`src/rtl/tone_decoder.sv`:
```
// Square-wave period decoder: measures the tone_in period and classifies it as one
// of eight theme notes, an unrecognised tone (15) or silence (0).
module tone_decoder #(
    parameter int unsigned TOL            = 4096,
    parameter int unsigned MIN_PERIOD     = 50000,
    parameter int unsigned SILENCE_CYCLES = 1000000,
    parameter int unsigned STABLE_COUNT   = 2,
    // Divides the nominal period table by 2**PSHIFT; 0 keeps the 100 MHz table.
    parameter int unsigned PSHIFT         = 0
) (
    input  logic        clk,
    input  logic        rst_n,
    input  logic        tone_in,
    output logic [3:0]  note_code,
    output logic        note_valid,
    output logic [19:0] period,
    output logic        tone_active
);

    localparam logic [1:0] SILENT  = 2'd0;
    localparam logic [1:0] ARMED   = 2'd1;
    localparam logic [1:0] MEASURE = 2'd2;

    localparam logic [19:0]        MIN_P  = 20'(MIN_PERIOD);
    localparam logic [19:0]        SIL_P  = 20'(SILENCE_CYCLES);
    localparam logic signed [20:0] TOL_S  = 21'(TOL);
    localparam logic [3:0]         STAB_P = 4'(STABLE_COUNT);

    function automatic logic [19:0] nominal(input logic [2:0] idx);
        case (idx)
            3'd0:    nominal = 20'(572704 >> PSHIFT);
            3'd1:    nominal = 20'(510204 >> PSHIFT);
            3'd2:    nominal = 20'(454546 >> PSHIFT);
            3'd3:    nominal = 20'(404956 >> PSHIFT);
            3'd4:    nominal = 20'(382220 >> PSHIFT);
            3'd5:    nominal = 20'(340518 >> PSHIFT);
            3'd6:    nominal = 20'(303370 >> PSHIFT);
            default: nominal = 20'(255102 >> PSHIFT);
        endcase
    endfunction

    // Scanning from the top down lets the lowest-numbered matching note win.
    function automatic logic [3:0] classify(input logic [19:0] p);
        logic signed [20:0] diff;
        logic [3:0]         code;
        code = 4'd15;
        for (int i = 7; i >= 0; i--) begin
            diff = $signed({1'b0, p}) - $signed({1'b0, nominal(3'(i))});
            if (diff <= TOL_S && diff >= -TOL_S)
                code = 4'(i + 1);
        end
        return code;
    endfunction

    function automatic logic [3:0] sat_inc(input logic [3:0] v);
        return (v == 4'd15) ? v : v + 4'd1;
    endfunction

    logic        sync_p0, sync_p1, sync_p2;
    logic        edge_p3;
    logic [19:0] cnt;
    logic [1:0]  state;
    logic [3:0]  cls_p4;
    logic        vld_p4;
    logic [3:0]  cand, stab_cnt;
    logic [3:0]  next_cand, next_stab;
    logic        accept, silence;

    assign accept      = edge_p3 && (cnt >= MIN_P);
    assign silence     = !accept && (state != SILENT) && (cnt >= SIL_P);
    assign tone_active = (state != SILENT);

    always_comb begin
        next_cand = cand;
        next_stab = stab_cnt;
        if (vld_p4) begin
            if (cls_p4 != cand) begin
                next_cand = cls_p4;
                next_stab = 4'd1;
            end else begin
                next_stab = sat_inc(stab_cnt);
            end
        end
    end

    always_ff @(posedge clk) begin
        if (!rst_n) begin
            sync_p0    <= 1'b0;
            sync_p1    <= 1'b0;
            sync_p2    <= 1'b0;
            edge_p3    <= 1'b0;
            cnt        <= 20'd0;
            state      <= SILENT;
            cls_p4     <= 4'd0;
            vld_p4     <= 1'b0;
            cand       <= 4'd0;
            stab_cnt   <= 4'd0;
            note_code  <= 4'd0;
            note_valid <= 1'b0;
            period     <= 20'd0;
        end else begin
            // p0..p2: synchroniser and delayed copy, p3: registered rising edge
            sync_p0 <= tone_in;
            sync_p1 <= sync_p0;
            sync_p2 <= sync_p1;
            edge_p3 <= sync_p1 & ~sync_p2;

            // p4: period capture and classification
            vld_p4 <= 1'b0;
            if (accept) begin
                cnt <= 20'd1;
                if (state == SILENT) begin
                    state <= ARMED;
                end else begin
                    state  <= MEASURE;
                    period <= cnt;
                    cls_p4 <= classify(cnt);
                    vld_p4 <= 1'b1;
                end
            end else begin
                if (cnt < SIL_P)
                    cnt <= cnt + 20'd1;
                if (silence)
                    state <= SILENT;
            end

            // p5: stability filter and output register
            note_valid <= 1'b0;
            if (silence) begin
                cand       <= 4'd0;
                stab_cnt   <= 4'd0;
                note_code  <= 4'd0;
                note_valid <= (note_code != 4'd0);
            end else begin
                cand     <= next_cand;
                stab_cnt <= next_stab;
                if (vld_p4 && next_stab >= STAB_P && next_cand != note_code) begin
                    note_code  <= next_cand;
                    note_valid <= 1'b1;
                end
            end
        end
    end

endmodule

```
`config.mk`:
```
export PLATFORM = sky130hd
export DESIGN_NAME = tone_decoder
export DESIGN_NICKNAME = d
export VERILOG_FILES = /design/src/rtl/tone_decoder.sv
export SDC_FILE = /design/constraint.sdc
export NUM_CORES = 1
export LEC_CHECK = 0
export ABC_AREA = 1
export BUFFER_PORTS_ARGS = -buffer_cell sky130_fd_sc_hd__buf_4
export CAP_MARGIN = 20
export CORE_MARGIN = 2
export CORE_UTILIZATION = 35
export CTS_BUF_LIST = sky130_fd_sc_hd__clkbuf_8
export CTS_CLUSTER_SIZE = 10
export DETAILED_ROUTE_END_ITERATION = 16
export GPL_ROUTABILITY_DRIVEN = 1
export GPL_TIMING_DRIVEN = 0
export PLACE_DENSITY = 0.63
export SLEW_MARGIN = 20
export SYNTH_ARGS = -nofsm -noshare
export SYNTH_HDL_FRONTEND = slang
export SYNTH_SLANG_ARGS = --single-unit
```
`constraint.sdc`:
```
create_clock -name clk -period 2.3 [get_ports clk]
set_input_delay 0.115 -clock clk [delete_from_list [all_inputs] [get_ports clk]]
set_output_delay 0.115 -clock clk [all_outputs]
set_load 0.05 [all_outputs]
```
==> impl_metrics.csv <==
group,metric,value,unit
run_status,status,"finished with violations",
run_status,failed_checks,"negative setup slack",
cts,cts.sinks,64,
cts,path_clk_slew,0.10,ns
grt,overflow,0,
pwr,ir_drop,0.1960,mV
drt,drt_pass1_iterations,7,
synthesis,synth_edf_count,0,
drt,vias,9152,
drt,drtIter0Drc,889,
critical_path,cp.depth,16,
timing,period_share,1.063,
flow_run,max_cap_violations,0,
critical_path,max_stage_delay,0.36,ns
synthesis,syn_nets,1295,
drt,routed_wirelength,33260,µm
critical_path,crit_chain,"buf_8 > buf_4 > nand2_2 > inv_4 > nand2_1 > o21ai_2 > buf_4 > nand4_1 > nand3_1 > nand2_1 > nor2_1 > nand4_1 > nand2_1 > nor2_1 > nand3b_1 > o21ai_1",
layout,instances_no_fill,1639,
synthesis,syn-mean-instance-area,5.606,µm²
timing,period_needed,2.444,ns
cts,cts_htree_levels,3,
drt,vias_per_cell,5.584,
timing,grt_setup_unrepaired,"true",
layout,layout.nets,1385,
die,start_util,0.3552,
die,die-area,0.02156,mm²
critical_path,critPathTopFamily,"simple AND/OR/NAND/NOR gates",
layout,num-fill-cells,2159,
pwr,p_per_area,298.7,mW/mm²
timing,final_hold_viol_count,0,
critical_path,crit_top_cell,"nand2_1",
placement,routabilityCongestion,1.019,
die,die_y,146.8,µm
critical_path,start_kind,"flop",
grt,grt_max_degree,13,
hold_path,whs_path_depth,3,
critical_path,path_max_fanout,9,
critical_path,worst_ep_required_time,2.57,ns
synthesis,ys_warn_count,0,
synthesis,synth.distinct_cells,51,
layout,diodes,0,
die,die_x,146.8,µm
layout,drive_above_1_share,0.2513,
grt,antenna_found_initial,0,
drt,drc_errors,0,
placement,dp_hpwl,24940,µm
synthesis,ys_seq_area_frac,0.1794,
cts,clk_path_buf_depth,2,
placement,dp_cells,1571,
layout,finalCoreUtilization,0.4533,
synthesis,synth_seq_cells,64,
critical_path,end_kind,"flop",
synthesis,async_reset_ff_frac,0,
die,num_rows,52,
critical_path,crit_arrival,2.72,ns
critical_path,path_class,"flop to flop",
drt,wl_per_cell,20.29,µm
timing,setup_slack,-0.1442,ns
grt,first_global_vias,8430,
cts,cts_tree,"done",
timing,setup_viol,4,
synthesis,synth_ff_type,"dfxtp_1",
timing,skew,0.02139,ns
timing,slew_violations,0,
die,core,0.02010,mm²
synthesis,netlist_area,0.007142,mm²
cts,clock_latency,0.39,ns
hold_path,hold_path.class,"input port to flop",
pwr,p_leak,0.004564,µW
placement,io_buffer_count,27,
cts,root_buffer,"clkbuf_8",
synthesis,synthCells,1274,
layout,final_common_cell,"nand2_1",
die,ioPinCount,29,
critical_path,cp_num_buf_inv,4,
critical_path,crit_slowest_cell,"dfxtp_4",
timing,timing.fmax,409.1,MHz
timing,worst_pin_slew,0.8144,ns
cts,numCtsBuffers,9,
grt,globalRouteTotalUtil,0.3019,
layout,syn2layout_area_growth,27.59,%
drt,ant_nets,0,
grt,grt_pass1_wl,49100,µm
critical_path,reg2reg_depth,16,
timing,slew_headroom,0.4571,
layout,final_cell_mix,"383 x nand2_1, 146 x nor2_1, 122 x nand3_1",
[layout make-up]
cell class	count	area, µm²	area share
clock inverters	6	115.1	0.01263
repair buffers	79	615.6	0.06755
clock buffers	10	137.6	0.01510
inverters	127	516.7	0.05671
plain buffers	52	415.4	0.04559
flip-flops and latches	64	1303	0.1429
well taps	270	337.8	0.03707
multi-input cells	1031	5672	0.6224
[power breakdown]
group          switching [µW]  internal, µW  leakage, µW
logic                     158           102      0.00392
registers                10.3          1110     0.000521
clock network             583           756     0.000123
total                     752          1970      0.00456
[routing by layer]
| layer | global-route usage | routed length [µm] | vias to the layer above |
|---|---|---|---|
| met1 | 0.4014 | 13700 | 4240 |
| met5 | 0 | 0 | - |
| met2 | 0.4718 | 14600 | 513 |
| met4 | 0.1398 | 1655 | 0 |
| met3 | 0.05963 | 3310 | 117 |
| li1 | - | - | 4282 |
[state kept, by name, summed over array words and instances, names as in the netlist, 2 cells and up]
name       flops
cls_p4         4
note_code      4
period        20
stab_cnt       4
cnt           20
state          2
cand           4
[stage by stage]
stage | hold slack [ns] | power (µW) | setup WS [ns] | setup TNS, ns | cell area, µm²
2_1_floorplan | 0.2126 | 1246 | 0.07426 | 0 | 7142
3_3_place_gp | 0.3020 | 1299 | -0.9423 | -27.83 | 7682
3_5_place_dp | 0.3038 | 1299 | -0.9152 | -25.22 | 7682
4_1_cts | 0.1469 | 2664 | -0.08214 | -0.1821 | 8517
5_1_grt | 0.1816 | 2779 | -0.2815 | -0.8962 | 9112
6_report | 0.1566 | 2722 | -0.1442 | -0.5209 | 9112
[worst paths after layout]
path / start / endpoint / slack (ns)
setup / recovery: cnt[6] / cls_p4[1] / -0.14
hold reg to reg: sync_p2 / edge_p3 / 0.39
setup reg to reg: cnt[6] / cls_p4[1] / -0.14
hold / removal: rst_n / sync_p0 / 0.16
[cells in the mapped netlist, drive strengths merged, types with 2 or more instances]
| master | instances | share of area |
|---|---|---|
| nand2 | 444 | 0.24 |
| nor2 | 184 | 0.11 |
| nand3 | 132 | 0.093 |
| inv | 125 | 0.066 |
| dfxtp | 64 | 0.18 |
| o21ai | 59 | 0.052 |
| a21oi | 51 | 0.037 |
| buf | 43 | 0.041 |
| xor2 | 39 | 0.050 |
| nand4 | 31 | 0.027 |
| nor3 | 21 | 0.016 |
| ha | 18 | 0.032 |
| a31oi | 10 | 0.0088 |
| clkbuf | 9 | 0.0047 |
| nor4 | 6 | 0.0061 |
| o211ai | 6 | 0.0063 |
| nand3b | 4 | 0.0042 |
| and3 | 3 | 0.0026 |
| mux2i | 3 | 0.0042 |
| a211oi | 2 | 0.0021 |
| a21boi | 2 | 0.0021 |
| and2 | 2 | 0.0018 |
| clkinv | 2 | 0.0011 |
| o2111ai | 2 | 0.0025 |
| o21bai | 2 | 0.0021 |
| o31ai | 2 | 0.0021 |
| or2 | 2 | 0.0018 |
[kinds of logic (layout without fill, tap and decap cells)]
| logic type | after synthesis | after routing | synth area share |
|---|---|---|---|
| AND/OR/NAND/NOR | 832 | 832 | 0.5018 |
| AO/OA/AOI/OAI | 139 | 139 | 0.1198 |
| multiplexers | 3 | 3 | 0.004205 |
| buffers and inverters | 179 | 274 | 0.1133 |
| adder cells (fa/ha/maj) | 18 | 18 | 0.03154 |
| flip-flops | 64 | 64 | 0.1794 |
| XOR/XNOR | 39 | 39 | 0.04993 |
[repair_timing]
action                     4_1_cts  5_1_grt
buffers inserted                24       27
setup endpoints to repair       59       50
pin swaps                       20       42
hold endpoints to repair         1        0
hold buffers                     1        0
resized for setup              109      110
[tightest hold or removal path: stages]
cell and delay, ns:
clkbuf_1 0.23, nand2_1 0.12, inv_1 0.03
Note: power is estimated with default switching activity, not from simulation.
